File: src/rtl/stream_rr_arbiter.sv
// -----------------------------------------------------------------------------
// stream_rr_arbiter
//
// Purpose:
//   Shares one valid/ready beat stream between NUM_REQ upstream requesters.
//   Arbitration is round-robin and packet-granular. Once a requester is
//   granted, it owns the downstream channel until its last beat is accepted.
//   There is always one idle cycle between packets. Within a packet the
//   throughput is one beat per cycle.
//
// Handshake:
//   A beat moves on any rising clk edge where valid and ready are both high.
//   A source never waits for ready before raising valid. The only path from
//   out_ready goes to the ready of the granted requester. No path leads from
//   out_ready back into a valid.
//
// Ports:
//   clk        system clock; all logic uses the rising edge
//   rst_n      asynchronous active-low reset, released synchronously
//   req_valid  per-requester beat valid                    [NUM_REQ]
//   req_data   per-requester payload, requester i at
//              [i*DATA_WIDTH +: DATA_WIDTH]                [NUM_REQ*DATA_WIDTH]
//   req_last   per-requester last-beat flag                [NUM_REQ]
//   req_ready  per-requester ready (only the granted one)  [NUM_REQ]
//   out_valid  downstream beat valid
//   out_data   downstream payload                          [DATA_WIDTH]
//   out_last   downstream last-beat flag
//   out_ready  downstream ready
//   grant_id   current grant, or the last grant while idle [$clog2(NUM_REQ)]
//   busy       high while a grant is held (FSM state LOCK); doubles as the
//              FSM state observation point
//   pkt_count  packets completed since reset, wrapping     [CNT_WIDTH]
// -----------------------------------------------------------------------------
module stream_rr_arbiter #(
    parameter int NUM_REQ    = 4,
    parameter int DATA_WIDTH = 32,
    parameter int CNT_WIDTH  = 16,
    localparam int IDW       = $clog2(NUM_REQ)
) (
    input  logic                          clk,
    input  logic                          rst_n,
    input  logic [NUM_REQ-1:0]            req_valid,
    input  logic [NUM_REQ*DATA_WIDTH-1:0] req_data,
    input  logic [NUM_REQ-1:0]            req_last,
    output logic [NUM_REQ-1:0]            req_ready,
    output logic                          out_valid,
    output logic [DATA_WIDTH-1:0]         out_data,
    output logic                          out_last,
    input  logic                          out_ready,
    output logic [IDW-1:0]                grant_id,
    output logic                          busy,
    output logic [CNT_WIDTH-1:0]          pkt_count
);

    typedef enum logic {
        ST_IDLE = 1'b0,
        ST_LOCK = 1'b1
    } state_e;

    state_e               state_q, state_d;
    logic [IDW-1:0]       grant_q, grant_d;
    logic [IDW-1:0]       rr_ptr_q, rr_ptr_d;
    logic [CNT_WIDTH-1:0] pkt_cnt_q, pkt_cnt_d;

    // Unpack the flat payload bus so the granted lane can be selected by index.
    logic [DATA_WIDTH-1:0] req_data_arr [NUM_REQ];

    for (genvar g = 0; g < NUM_REQ; g++) begin : g_unpack
        assign req_data_arr[g] = req_data[g*DATA_WIDTH +: DATA_WIDTH];
    end

    // Signals of the currently granted lane
    logic                  sel_valid;
    logic                  sel_last;
    logic [DATA_WIDTH-1:0] sel_data;

    assign sel_valid = req_valid[grant_q];
    assign sel_last  = req_last[grant_q];
    assign sel_data  = req_data_arr[grant_q];

    // A packet completes when its last beat is accepted while the grant is held.
    logic pkt_done;

    assign pkt_done = (state_q == ST_LOCK) && sel_valid && out_ready && sel_last;

    // Round-robin pointer after the current grant, wrapping at NUM_REQ.
    // NUM_REQ may not be a power of two, so the wrap is explicit.
    logic [IDW-1:0] ptr_after_grant;

    assign ptr_after_grant = (grant_q == IDW'(NUM_REQ - 1)) ? '0 : grant_q + 1'b1;

    // -------------------------------------------------------------------------
    // Round-robin pick
    // The scan runs from the farthest offset down to offset 0. The last hit
    // then belongs to the requester nearest rr_ptr, which gives the first
    // valid index at or after the pointer.
    // -------------------------------------------------------------------------
    logic           pick_found;
    logic [IDW-1:0] pick_idx;
    int unsigned    scan_idx;

    always_comb begin
        pick_found = 1'b0;
        pick_idx   = '0;
        scan_idx   = 0;
        for (int k = NUM_REQ - 1; k >= 0; k--) begin
            scan_idx = int'(rr_ptr_q) + k;
            if (scan_idx >= NUM_REQ) begin
                scan_idx = scan_idx - NUM_REQ;
            end
            if (req_valid[IDW'(scan_idx)]) begin
                pick_found = 1'b1;
                pick_idx   = IDW'(scan_idx);
            end
        end
    end

    // -------------------------------------------------------------------------
    // State register
    // -------------------------------------------------------------------------
    always_ff @(posedge clk or negedge rst_n) begin
        if (!rst_n) begin
            state_q   <= ST_IDLE;
            grant_q   <= '0;
            rr_ptr_q  <= '0;
            pkt_cnt_q <= '0;
        end else begin
            state_q   <= state_d;
            grant_q   <= grant_d;
            rr_ptr_q  <= rr_ptr_d;
            pkt_cnt_q <= pkt_cnt_d;
        end
    end

    // -------------------------------------------------------------------------
    // Next-state logic
    // -------------------------------------------------------------------------
    always_comb begin
        state_d   = state_q;
        grant_d   = grant_q;
        rr_ptr_d  = rr_ptr_q;
        pkt_cnt_d = pkt_cnt_q;
        case (state_q)
            ST_IDLE: begin
                // The grant is registered. Data can move one cycle after the
                // request first becomes visible, at the earliest.
                if (pick_found) begin
                    grant_d = pick_idx;
                    state_d = ST_LOCK;
                end
            end
            ST_LOCK: begin
                // Valid may drop mid-packet. The grant is still held until
                // the last beat is accepted.
                if (pkt_done) begin
                    rr_ptr_d  = ptr_after_grant;
                    pkt_cnt_d = pkt_cnt_q + 1'b1;
                    state_d   = ST_IDLE;
                end
            end
            default: begin
                state_d = ST_IDLE;
            end
        endcase
    end

    // -------------------------------------------------------------------------
    // Output logic
    // The mux is combinational. While in LOCK, out_* follow the granted lane
    // within the same cycle. While in IDLE (and therefore under reset), every
    // stream output is forced to zero.
    // -------------------------------------------------------------------------
    always_comb begin
        out_valid = 1'b0;
        out_data  = '0;
        out_last  = 1'b0;
        req_ready = '0;
        busy      = 1'b0;
        case (state_q)
            ST_LOCK: begin
                busy               = 1'b1;
                out_valid          = sel_valid;
                out_data           = sel_data;
                out_last           = sel_last;
                req_ready[grant_q] = out_ready;
            end
            default: begin
                busy = 1'b0;
            end
        endcase
    end

    assign grant_id  = grant_q;
    assign pkt_count = pkt_cnt_q;

endmodule

File: config.mk
export PLATFORM = sky130hd
export DESIGN_NAME = stream_rr_arbiter
export DESIGN_NICKNAME = d
export VERILOG_FILES = /design/src/rtl/stream_rr_arbiter.sv
export SDC_FILE = /design/constraint.sdc
export NUM_CORES = 1
export LEC_CHECK = 0
export BUFFER_PORTS_ARGS = -buffer_cell sky130_fd_sc_hd__buf_2
export CAP_MARGIN = 10
export CORE_AREA = 2 2 76 78
export DETAILED_ROUTE_END_ITERATION = 12
export DIE_AREA = 0 0 78 80
export PLACE_DENSITY = 0.85
export SYNTH_ARGS = -nofsm -noshare
export SYNTH_HDL_FRONTEND = slang
export SYNTH_SLANG_ARGS = --single-unit
File: constraint.sdc
create_clock -name clk -period 4.53 [get_ports clk]
set_input_delay 0.6795 -clock clk [delete_from_list [all_inputs] [get_ports clk]]
set_output_delay 0.6795 -clock clk [all_outputs]
set_load 0.03 [all_outputs]
== Yosys cells after proc, flatten, opt, wreduce, memory -nomap -nowiden ==
Cells that the tools add are included.

* Input port bits: 139
* Output and inout bits: 57
* Register bits after elaboration: 21
* Logic and storage cells: 72

* Add/sub/neg operators: 9
* Mux-type cells: 38
* $lt $le $gt $ge: 11
* Bitwise gates (word level): 3
* Reductions and logical operators: 6
* Equality and inequality tests: 1

{| class="wikitable"
|+ Operators by type and width
! cell !! number
|-
| 32-bit 2-to-1 mux || 3
|-
| 32-bit binary-select mux with 2-bit select || 1
|-
| 2-bit 2-to-1 mux || 9
|-
| 16-bit by 1-bit adder with 16-bit output, second input constant || 1
|-
| 1-bit 2-to-1 mux || 16
|-
| 2-bit by 3-bit less-than comparator with 1-bit output, second input constant || 5
|-
| 1-bit binary-select mux with 2-bit select || 6
|-
| 3-bit greater-or-equal comparator, second input constant || 4
|-
| 2-bit by 1-bit subtractor with 2-bit output, second input constant || 4
|-
| 2-bit by 2-bit adder with 3-bit output, second input constant || 2
|-
| 4-bit AND || 1
|-
| 1-bit logical AND || 4
|-
| 4-bit 2-to-1 mux || 1
|-
| 2-bit AND reduction || 2
|-
| 2-bit by 1-bit adder with 3-bit output, second input constant || 1
|-
| 2-bit by 3-bit greater-or-equal comparator with 1-bit output, second input constant || 1
|-
| 2-bit inverter with 3-bit output || 1
|-
| 2-bit by 1-bit adder with 2-bit output, second input constant || 1
|-
| 1-bit demux with 2-bit select || 1
|-
| 2-bit equality test, second input constant || 1
|-
| 2-bit by 1-bit greater-or-equal comparator with 1-bit output, second input constant || 1
|-
| 1-bit case mux with 2 select lines || 1
|-
| 1-bit inverter || 1
|}

== Logic depth before layout (Yosys ltp) ==
Gate-level depths: netlist of run 1.

* Depth in word-level cells: 11
* Gate-level depth with buffers: 6
* Depth with buffers taken out: 4

== Worst setup path after synthesis of run 1 ==
Ideal clock, no wire load.

* Path kind: register -> output
* Start point: reg grant_q[0], in the netlist grant_id[0]
* End point: out out_data[10]
* Arrival time: 1.828 ns
* Setup slack: 2.022 ns
* Path buffers: 2
* Required time: 3.851 ns
* Stages on the path, launching flop included: 5
* Path through: dfrtp_1 > buf_6 > buf_2 > mux4_2 > and2_1

* Longest elaborated chain between the ends: 5

{| class="wikitable"
|+ RTL lines
! item !! RTL line !! source
|-
| start: declaration || 61 || <nowiki>logic [IDW-1:0] grant_q, grant_d;</nowiki>
|-
| start signal: assignment || 129 || <nowiki>grant_q <= grant_d;</nowiki>
|-
| 2-bit inverter with 3-bit output (implied by the code) || 79 || <nowiki>assign sel_data = req_data_arr[grant_q];</nowiki>
|-
| 32-bit binary-select mux with 2-bit select || 79 ||
|-
| 32-bit 2-to-1 mux (implied by the code) (2 in a row) || 79 ||
|-
| 32-bit 2-to-1 mux || 179 || <nowiki>case (state_q)</nowiki>
|-
| end: declaration || 47 || <nowiki>output logic [DATA_WIDTH-1:0] out_data,</nowiki>
|}

No other way between the ends. The select of a mux whose other input is x is not followed.

== Worst setup path in the final report of run 1 ==
* Start point: reg grant_q[0], in the netlist grant_id[0]
* End point: out out_data[8]

The elaborated chain is that of the path after synthesis.

==> results of run 1 <==
cell type report:
cell class,instances,area [sq um]
fill,465,2203
multi-input combinational,148,1530
timing repair buffer,197,991.0
sequential,21,526.8
tap,72,90.09
clock buffer,3,41.29
inverter,4,15.01
clock inverter,1,7.507
flip-flops by register name, summed over array words and instances, names as in the netlist:
name and flops:
pkt_count 16, state_q 1, grant_id 2, rr_ptr_q 2
worst min-delay path by stage:
stage | cells after the start | slack (ps) | to
after floorplan | 0 | 380 | grant_id[0]
after global placement | 1 | 460 | pkt_count[15]
after detailed placement | 1 | 470 | pkt_count[15]
after CTS | 1 | 370 | pkt_count[3]
after global routing | 1 | 380 | pkt_count[3]
final | 1 | 360 | pkt_count[13]
kinds of logic after synthesis:
group | Yosys count
xor+xnor | 15
fa+ha+maj | 5
mux | 34
compound gates | 14
buf+inv | 18
flops | 21
simple gates | 80
power by group through the flow:
stage                     clock [mW]  sequential [mW]  combinational [mW]
after global placement             0            0.364                1.32
after global routing           0.137            0.386                1.43
after floorplan                    0            0.327                1.04
after CTS                      0.128            0.364                1.35
after detailed placement           0            0.369                1.34
final                          0.124            0.362                1.34
cells in the final DEF (no fill, tap or decap), types with 2 or more instances in the layout:
cell	synthesis	routed
ha_1	5	5
dfrtp_1	21	20
and2_1	34	34
mux4_2	33	33
clkbuf_8	0	3
buf_2	4	195
nand4_1	8	8
inv_1	4	4
and3_1	5	5
nand3_1	7	7
xor2_1	4	4
buf_4	0	2
xnor2_1	11	11
nand2_1	11	11
a21oi_1	4	4
nor4_1	4	4
nor3_1	4	4
o21ai_0	4	4
worst register-to-register path, cell delays in order (launching register included):
cell	delay, ps
dfrtp_2	840
mux4_2	440
nand4_4	190
nor4_1	430
xor2_1	170
layer usage:
| layer | part of all wire, % | wire [um] | up-vias |
|---|---|---|---|
| met1 | 38 | 2879 | 1134 |
| met5 | 0 | 0 | - |
| met4 | 1.7 | 131 | 0 |
| li1 | - | - | 1092 |
| met3 | 6.7 | 517 | 10 |
| met2 | 54 | 4144 | 99 |
==> summary.md, run 1 <==
| Metric | Value |
|---|---|
| DRT antenna net count | `0` |
| Worst setup SP type | `register` |
| Worst hold path class | `primary input to async pin` |
| Xor and xnor fraction of the mapped netlist area | `6.130%` |
| Core ar. | `5405 sq um` |
| CP Capture Type | `output pin` |
| Final setup vio count | `0` |
| Die Y | `80 um` |
| Chip width | `78 um` |
| Max FO, Critical Path | `24` |
| Worst slack, placed | `1677 ps` |
| Worst Max-Slew Pin Slew | `1085 ps` |
| Max-slew headroom | `27.68%` |
| Area share of fa/ha/maj cells after synthesis | `2.919%` |
| Compound-gate portion of the synthesized area | `4.086%` |
| Ys flop type | `dfrtp_1` |
| Final wirelength | `7672 um` |
| Met1 GRT Util | `28.18%` |
| Synth cell count leaders | `34 x and2_1, 33 x mux4_2, 21 x dfrtp_1` |
| Stages on the worst setup path | `4` |
| Initial Util | `39.65%` |
| Drt initial violations | `73` |
| Capturing point of the worst reg2reg path | `pkt_count[10]` |
| Grt met2 use | `44.22%` |
| Initial antenna violation count | `0` |
| R2R setup slack | `2410 ps` |
| Largest family of logic cells by synthesized area | `multiplexers` |
| Clock skew | `1.035 ps` |
| Hpwl dp | `6366 um` |
| Reg power frac | `19.8%` |
| Clk buf depth | `2` |
| Die ar. | `6240 sq um` |
| Final Util | `59.24%` |
| Worst flop-to-flop path startpoint | `grant_id[0]` |
| Vias | `2335` |
| Clock power frac | `6.8%` |
| Pin count of the biggest net entering global routing | `44` |
| GR Layer Usage met3 | `4.864%` |
| Count leader, synth | `and2_1` |
| Synth Register Bits | `21` |
| Sw Share | `52.51%` |
| Max IR drop VDD | `0.0003287 V` |
| Top cell family by delay on the critical path | `flip-flops` |
| Placed cells | `442` |
| Drt first pass iters | `4` |
| Drt wl/cell | `17.20 um` |
| Fin crit share | `68.35%` |
| Ys Warns | `0` |
| Status | `completed` |
| Vias in the first global route | `2316` |
| RSZ-0062 raised after global routing | `no` |
| PD cells | `570.6 nW/um^2` |
| Combinational power share | `73.4%` |
| Clock Latency Late Sink | `260 ps` |
| Num CTS Buffers | `3` |
| # IOs | `196` |
| H-tree Lvls | `1` |
| Total of max-cap violations | `0` |
| Pleak | `1.642 nW` |
| Port Buffer Count | `195` |
| Fmax | `323.0 MHz` |
| N_diodes | `0` |
| Number of synthesized flops with an enable pin | `0` |
| CP required | `3850 ps` |
| Nets | `519` |
| Area grow syn2layout | `49.39%` |
| Crit path time final | `3096 ps` |
| Post-CTS sizing | `0` |
| Fin cells | `446` |
| Fin Setup TNS | `0 ps` |
| Setup ws final | `1434 ps` |
| Area after DPL | `3153 sq um` |
| Cells after synthesis | `187` |
| Syn nets | `331` |
| Worst-path cell chain | `buf_4 -> mux4_2 -> and2_1 -> buf_2` |
| Sequential element share of the synthesized area | `24.52%` |
| Yosys cell types | `33` |
| Syn Std Cell Area | `2143 sq um` |
| # hold bufs at CTS | `0` |
| Synth top area cells | `mux4_2 35%, dfrtp_1 25%, and2_1 9.9%, xnor2_1 4.5%, ha_1 2.9%` |
| Simple-gate portion of the synthesized area | `22.36%` |
| Psw | `0.9593 mW` |
| Post-synthesis async set-or-reset flop share | `100.0%` |
| Critical Path Start | `grant_id[0]` |
| Worst hold slack | `358.4 ps` |
| Critical path arrival | `2420 ps` |
| Kind of critical path | `register to output pin` |
| Share of cells above drive strength 1 | `63.37%` |
| Sink Count | `21` |
| Mux contribution to synthesized area | `35.90%` |
| Worst path bufs/invs | `2` |
| Clock slew at reported path FFs | `80 ps` |
| Critical path's slowest cell | `dfrtp_2` |
| Worst R2R Path Depth | `4` |
| Std-Cell Rows | `27` |
| Final hold vios | `0` |
| Clock root buffer master | `clkbuf_8` |
| Finished layout cell area | `3202 sq um` |
| Critical Path End | `out_data[8]` |
| Slew Viols, Final | `0` |
| Remaining DRCs | `0` |
| Top cell type's share of synthesized area | `34.68%` |
| Top Usage Layer GRT | `met2` |
| Max stage delay on crit path | `840 ps` |
| Gr usage total | `23.86%` |
| Area leader, netlist | `mux4_2` |
| Total grt overflow | `0` |
| Internal | `0.8677 mW` |
| Average size of a mapped cell | `11.46 sq um` |
| CTS tree | `done` |
| Vias per inst | `5.235` |
| GPL Wtd Cong | `0.8279` |
| Post-CTS setup buffer count | `0` |
| Tot Pwr | `1.827 mW` |
| First-pass GRT wire length | `11710 um` |
Note: power is estimated with default switching activity, not from simulation.
==> run 2: changes to the inputs <==
--- a/config.mk
+++ b/config.mk
@@ -7,10 +7,11 @@
 export LEC_CHECK = 0
 export BUFFER_PORTS_ARGS = -buffer_cell sky130_fd_sc_hd__buf_2
 export CAP_MARGIN = 10
-export CORE_AREA = 2 2 76 78
+export CORE_ASPECT_RATIO = 1.5
+export CORE_MARGIN = 1
+export CORE_UTILIZATION = 38
 export DETAILED_ROUTE_END_ITERATION = 12
-export DIE_AREA = 0 0 78 80
-export PLACE_DENSITY = 0.85
+export PLACE_DENSITY = 0.82
 export SYNTH_ARGS = -nofsm -noshare
 export SYNTH_HDL_FRONTEND = slang
 export SYNTH_SLANG_ARGS = --single-unit
==> constraint.sdc (replaced) <==
create_clock -name clk -period 3.1 [get_ports clk]
set_input_delay 0.465 -clock clk [delete_from_list [all_inputs] [get_ports clk]]
set_output_delay 0.465 -clock clk [all_outputs]
set_load 0.03 [all_outputs]
==> run 2 against run 1 <==
Compared with the run above: hold slack got worse by 210 ps; clock skew increased by 2.0 ps; cell count up 0.90%; largest cell class unchanged; highest routed layer is now met5; flip-flop and latch count is the same; sequential share of layout area down 0.20 points; non-clock buffer count up 1; count of clock-buffer cells in the layout up 1.
==> summary.md, run 2 (synthesis results as in run 1) <==
| Metric | Value |
|---|---|
| Pin count of the biggest net entering global routing | `32 (-27%)` |
| Fmax | `388.1 MHz` |
| DRT antenna net count | `0 (unchanged)` |
| Clock root buffer master | `clkbuf_8` |
| Max reg flops | `16 (unchanged)` |
| Critical path arrival | `2110 ps (-310 ps)` |
| Post-CTS setup buffer count | `0 (unchanged)` |
| First-pass GRT wire length | `10920 um (-6.8%)` |
| Std-Cell Rows | `33 (+22%)` |
| CTS tree | `done` |
| Core ar. | `5450 sq um (+0.83%)` |
| Finished layout cell area | `3241 sq um (+1.2%)` |
| Fin crit share | `83.11%` |
| Critical Path Start | `grant_id[0]` |
| Final setup vio count | `0 (unchanged)` |
| Final hold vios | `0 (unchanged)` |
| Post-CTS sizing | `0 (unchanged)` |
| Worst hold slack | `152.9 ps (-205.5 ps)` |
| Max-slew headroom | `64.59% (+37 points)` |
| Total grt overflow | `0 (unchanged)` |
| # hold bufs at CTS | `0 (unchanged)` |
| RSZ-0062 raised after global routing | `no` |
| Final wirelength | `7297 um (-4.9%)` |
| Die Y | `93.98 um (+17%)` |
| Initial Util | `39.33% (-0.33 points)` |
| Drt initial violations | `96 (+32%)` |
| Gr usage total | `23.65% (-0.21 points)` |
| Nets | `520 (+0.19%)` |
| Worst hold path class | `primary input to async pin` |
| Area after DPL | `3183 sq um (+0.95%)` |
| Filler cells | `468 (+0.65%)` |
| R2R setup slack | `970 ps (-1440 ps)` |
| Area grow syn2layout | `51.20%` |
| Drt wl/cell | `16.22 um (-5.7%)` |
| Slew Viols, Final | `0 (unchanged)` |
| Die ar. | `5951 sq um (-4.6%)` |
| Clock Latency Late Sink | `260 ps (about the same)` |
| Critical Path End | `out_last` |
| Vias | `2391 (+2.4%)` |
| Fin Setup TNS | `0 ps (unchanged)` |
| Pleak | `1.657 nW (+0.87%)` |
| Drt first pass iters | `4 (unchanged)` |
| Most frequent cells in the layout | `195 x buf_2, 34 x and2_1, 33 x mux4_2, 20 x dfrtp_1` |
| Max IR drop VDD | `0.0005208 V (+58%)` |
| Worst setup SP type | `register` |
| Capturing point of the worst reg2reg path | `pkt_count[15]` |
| Clk buf depth | `2 (unchanged)` |
| Total of max-cap violations | `0 (unchanged)` |
| Kind of critical path | `register to output pin` |
| Vias per inst | `5.313 (+1.5%)` |
| Share of cells above drive strength 1 | `63.20% (-0.17 points)` |
| # IOs | `196 (unchanged)` |
| Crit path time final | `2577 ps` |
| H-tree Lvls | `1 (unchanged)` |
| Worst R2R Path Depth | `5 (+1)` |
| Hpwl dp | `6190 um (-2.8%)` |
| Clock slew at reported path FFs | `70 ps (about the same)` |
| Max FO, Critical Path | `26 (+8.3%)` |
| Num CTS Buffers | `3 (unchanged)` |
| Commonest non-fill, non-tap cell in the layout | `buf_2` |
| Worst flop-to-flop path startpoint | `grant_id[0]` |
| Remaining DRCs | `0 (unchanged)` |
| Initial antenna violation count | `7 (+7)` |
| Clock skew | `3.039 ps (+2.004 ps)` |
| Tot Pwr | `2.702 mW (+48%)` |
| Final Util | `59.46% (+0.22 points)` |
| GPL Wtd Cong | `0.8072 (-2.5%)` |
| Port Buffer Count | `195 (unchanged)` |
| CP required | `2630 ps (-1220 ps)` |
| Sink Count | `21 (unchanged)` |
| Worst Max-Slew Pin Slew | `531.2 ps (-553.7 ps)` |
| Vias in the first global route | `2266 (-2.2%)` |
| PD cells | `833.8 nW/um^2 (+46%)` |
| Chip width | `63.32 um (-19%)` |
| CP Capture Type | `output pin` |
| Status | `completed` |
-- run 2: cell type report --
type | count | area, sq um | area share, %
antenna | 5 | 12.51 | 0.3861
clock buffer | 4 | 45.04 | 1.390
inverter | 4 | 15.01 | 0.4633
multi-input combinational | 148 | 1530 | 47.22
sequential | 21 | 526.8 | 16.25
tap | 70 | 87.58 | 2.703
timing repair buffer | 198 | 1023 | 31.58
-- run 2: routing by layer --
layer / vias up / track usage, % / part of all wire [%]
met5: - / 0 / 0.37
met4: 4 / 3.977 / 0.93
met3: 14 / 9.830 / 11
met2: 127 / 42.64 / 52
met1: 1143 / 25.86 / 36
li1: 1103 / - / -
-- run 2: critical path: stages (launching register included) --
cell,delay (ps)
dfrtp_2,630
buf_12,270
mux4_2,590
and2_1,180
buf_2,170
-- run 2: power breakdown --
part | switching, mW | leakage (nW) | internal (mW)
clock | 0.0859 | 0.0228 | 0.0915
sequential | 0.142 | 0.277 | 0.327
combinational | 1.17 | 1.36 | 0.889
total | 1.39 | 1.66 | 1.31
-- run 2: through the flow --
step | cells | setup WS, ps
2_1_floorplan | 187 | 806.8
3_3_place_gp | 441 | 818.6
3_5_place_dp | 441 | 777.6
4_1_cts | 445 | 494.3
5_1_grt | 449 | 385.6
6_report | 450 | 523.5
-- run 2: worst min path at each step --
stage	start	end	slack (ps)	cells past startpoint
2_1_floorplan	rst_n	grant_id[0]	170	0
3_3_place_gp	rst_n	pkt_count[13]	440	1
3_5_place_dp	rst_n	pkt_count[11]	450	1
4_1_cts	rst_n	pkt_count[14]	170	1
5_1_grt	rst_n	pkt_count[9]	200	1
6_report	rst_n	pkt_count[8]	150	1
==> run 3: changes to the inputs <==
--- a/config.mk
+++ b/config.mk
@@ -9,9 +9,9 @@
 export CAP_MARGIN = 10
 export CORE_ASPECT_RATIO = 1.5
 export CORE_MARGIN = 1
-export CORE_UTILIZATION = 38
+export CORE_UTILIZATION = 34
 export DETAILED_ROUTE_END_ITERATION = 12
-export PLACE_DENSITY = 0.82
+export PLACE_DENSITY = 0.77
 export SYNTH_ARGS = -nofsm -noshare
 export SYNTH_HDL_FRONTEND = slang
 export SYNTH_SLANG_ARGS = --single-unit
==> constraint.sdc (replaced) <==
create_clock -name clk -period 2.27 [get_ports clk]
set_input_delay 0.3405 -clock clk [delete_from_list [all_inputs] [get_ports clk]]
set_output_delay 0.3405 -clock clk [all_outputs]
set_load 0.03 [all_outputs]
==> run 3 against run 2 <==
Compared with the run above: first-iteration DRC count shrank 1.0%; hold slack worse by 130 ps; power rose by 40%; critical path depth stayed put; worst setup slack worse by 410 ps; cell count grew 2.2%; flip-flop and latch count is the same; non-clock buffer count is 6 higher; wire length barely moved; die area up 11%; largest power group unchanged.
==> summary.md, run 3 (synthesis results as in run 1) <==
| Metric | Value |
|---|---|
| Fin crit share | `94.81%` |
| Critical Path Start | `grant_id[0]` |
| Placed cells | `448 (+1.6%)` |
| Slew Viols, Final | `0 (unchanged)` |
| Fin Setup TNS | `0 ps (unchanged)` |
| Worst hold slack | `24.53 ps (-128.4 ps)` |
| Final setup vio count | `0 (unchanged)` |
| Share of cells above drive strength 1 | `64.30% (+1.1 points)` |
| Capturing point of the worst reg2reg path | `pkt_count[9]` |
| First-pass GRT wire length | `10900 um (-0.12%)` |
| Vias per inst | `5.270 (-0.82%)` |
| Port Buffer Count | `195 (unchanged)` |
| Initial antenna violation count | `8 (+1)` |
| Worst flop-to-flop path startpoint | `grant_id[0]` |
| Gr usage total | `21.54% (-2.1 points)` |
| Drt wl/cell | `15.85 um (-2.3%)` |
| DRT antenna net count | `0 (unchanged)` |
| Pleak | `1.691 nW (+2.1%)` |
| Fmax | `464.6 MHz` |
| # IOs | `196 (unchanged)` |
| Critical Path End | `out_data[26]` |
| Die ar. | `6632 sq um (+11%)` |
| Std-Cell Rows | `35 (+6.1%)` |
| Max reg flops | `16 (unchanged)` |
| Finished layout cell area | `3308 sq um (+2.1%)` |
| Max IR drop VDD | `0.0007287 V (+40%)` |
| Clock root buffer master | `clkbuf_8` |
| Final Util | `53.96% (-5.5 points)` |
| Die Y | `99.24 um (+5.6%)` |
| Nets | `526 (+1.2%)` |
| PD cells | `1144 nW/um^2 (+37%)` |
| Fin cells | `460 (+2.2%)` |
| Critical path arrival | `1810 ps (-300 ps)` |
| Status | `completed` |
| CTS tree | `done` |
| Worst Max-Slew Pin Slew | `459.3 ps (-71.90 ps)` |
| Final wirelength | `7290 um (about the same)` |
| Tot Pwr | `3.786 mW (+40%)` |
| CP required | `1930 ps (-700 ps)` |
| Vias in the first global route | `2280 (+0.62%)` |
| Remaining DRCs | `0 (unchanged)` |
| Filler cells | `558 (+19%)` |
| R2R setup slack | `380 ps (-590 ps)` |
| Num CTS Buffers | `3 (unchanged)` |
| Worst setup SP type | `register` |
| Max FO, Critical Path | `20 (-23%)` |
| Core ar. | `6131 sq um (+12%)` |
| Clk buf depth | `2 (unchanged)` |
| Worst R2R Path Depth | `5 (unchanged)` |
| Drt first pass iters | `4 (unchanged)` |
| Crit path time final | `2152 ps` |
| Max-slew headroom | `69.38% (+4.8 points)` |
| RSZ-0062 raised after global routing | `no` |
| H-tree Lvls | `1 (unchanged)` |
| Setup ws final | `117.8 ps (-405.7 ps)` |
| Worst hold path class | `primary input to async pin` |
| Clock slew at reported path FFs | `70 ps (about the same)` |
| Sink Count | `21 (unchanged)` |
| Total of max-cap violations | `0 (unchanged)` |
| Area after DPL | `3211 sq um (+0.86%)` |
| Commonest non-fill, non-tap cell in the layout | `buf_2` |
| Area grow syn2layout | `54.35%` |
| Drt initial violations | `95 (-1.0%)` |
| Final hold vios | `0 (unchanged)` |
| Pin count of the biggest net entering global routing | `29 (-9.4%)` |
| Most frequent cells in the layout | `195 x buf_2, 34 x and2_1, 33 x mux4_2, 19 x dfrtp_1` |
| Clock skew | `4.423 ps (+1.385 ps)` |
| Vias | `2424 (+1.4%)` |
| Initial Util | `34.96% (-4.4 points)` |
| Kind of critical path | `register to output pin` |
| Clock Latency Late Sink | `260 ps (about the same)` |
| Hpwl dp | `6189 um (about the same)` |
| Worst slack, placed | `222.9 ps (-554.7 ps)` |
| CP Capture Type | `output pin` |
| GPL Wtd Cong | `0.8349 (+3.4%)` |
| Chip width | `66.83 um (+5.5%)` |
| Total grt overflow | `0 (unchanged)` |
## run 3: cell types whose count changed in the layout (fill, tap and decap cells not counted)
cell / previous run / this run
buf_12: 2 / 3
buf_4: 1 / 6
clkbuf_1: 1 / 0
clkinv_2: 0 / 1
dfrtp_1: 20 / 19
dfrtp_4: 0 / 1
## run 3: power breakdown
part	switching (mW)	internal (mW)	total, mW
combinational	1.63	1.30	2.93
clock	0.118	0.122	0.240
sequential	0.167	0.454	0.620
total	1.91	1.87	3.79
## run 3: metal layers
metal	part of all wire (%)	track usage [%]
met1	35	22.82
met2	49	36.05
met3	14	11.12
met4	2.5	7.201
met5	0.51	0
## run 3: worst max-delay path: stages, from the launching register on
cell and delay [ps]:
dfrtp_4 490, buf_12 210, mux4_2 510, and2_1 160, buf_2 170
## run 3: final cells by class
class	count	area, sq um	area share [%]
Antenna cell	5	12.51	0.3782
Clock buffer	3	41.29	1.248
Clock inverter	1	5.005	0.1513
Inverter	4	15.01	0.4539
Multi-Input combinational cell	148	1530	46.26
Sequential cell	21	530.5	16.04
Tap cell	74	92.59	2.799
Timing Repair Buffer	204	1081	32.68
## run 3: timing repair
item	4_1_cts	5_1_grt
cloned	0	0
setup buffers	3	0
resized for setup	1	1
endpoints found under the setup margin	27	8
hold buffers	0	0
## run 3: worst min path at each step
stage | from | end | slack, ps | cells past startpoint
global placement | rst_n | pkt_count[3] | 310 | 1
finish | rst_n | pkt_count[4] | 20 | 1
detailed placement | rst_n | pkt_count[4] | 320 | 1
global route | rst_n | rr_ptr_q[0] | 70 | 1
CTS | rst_n | pkt_count[4] | 40 | 1
floorplan | rst_n | grant_id[0] | 40 | 0
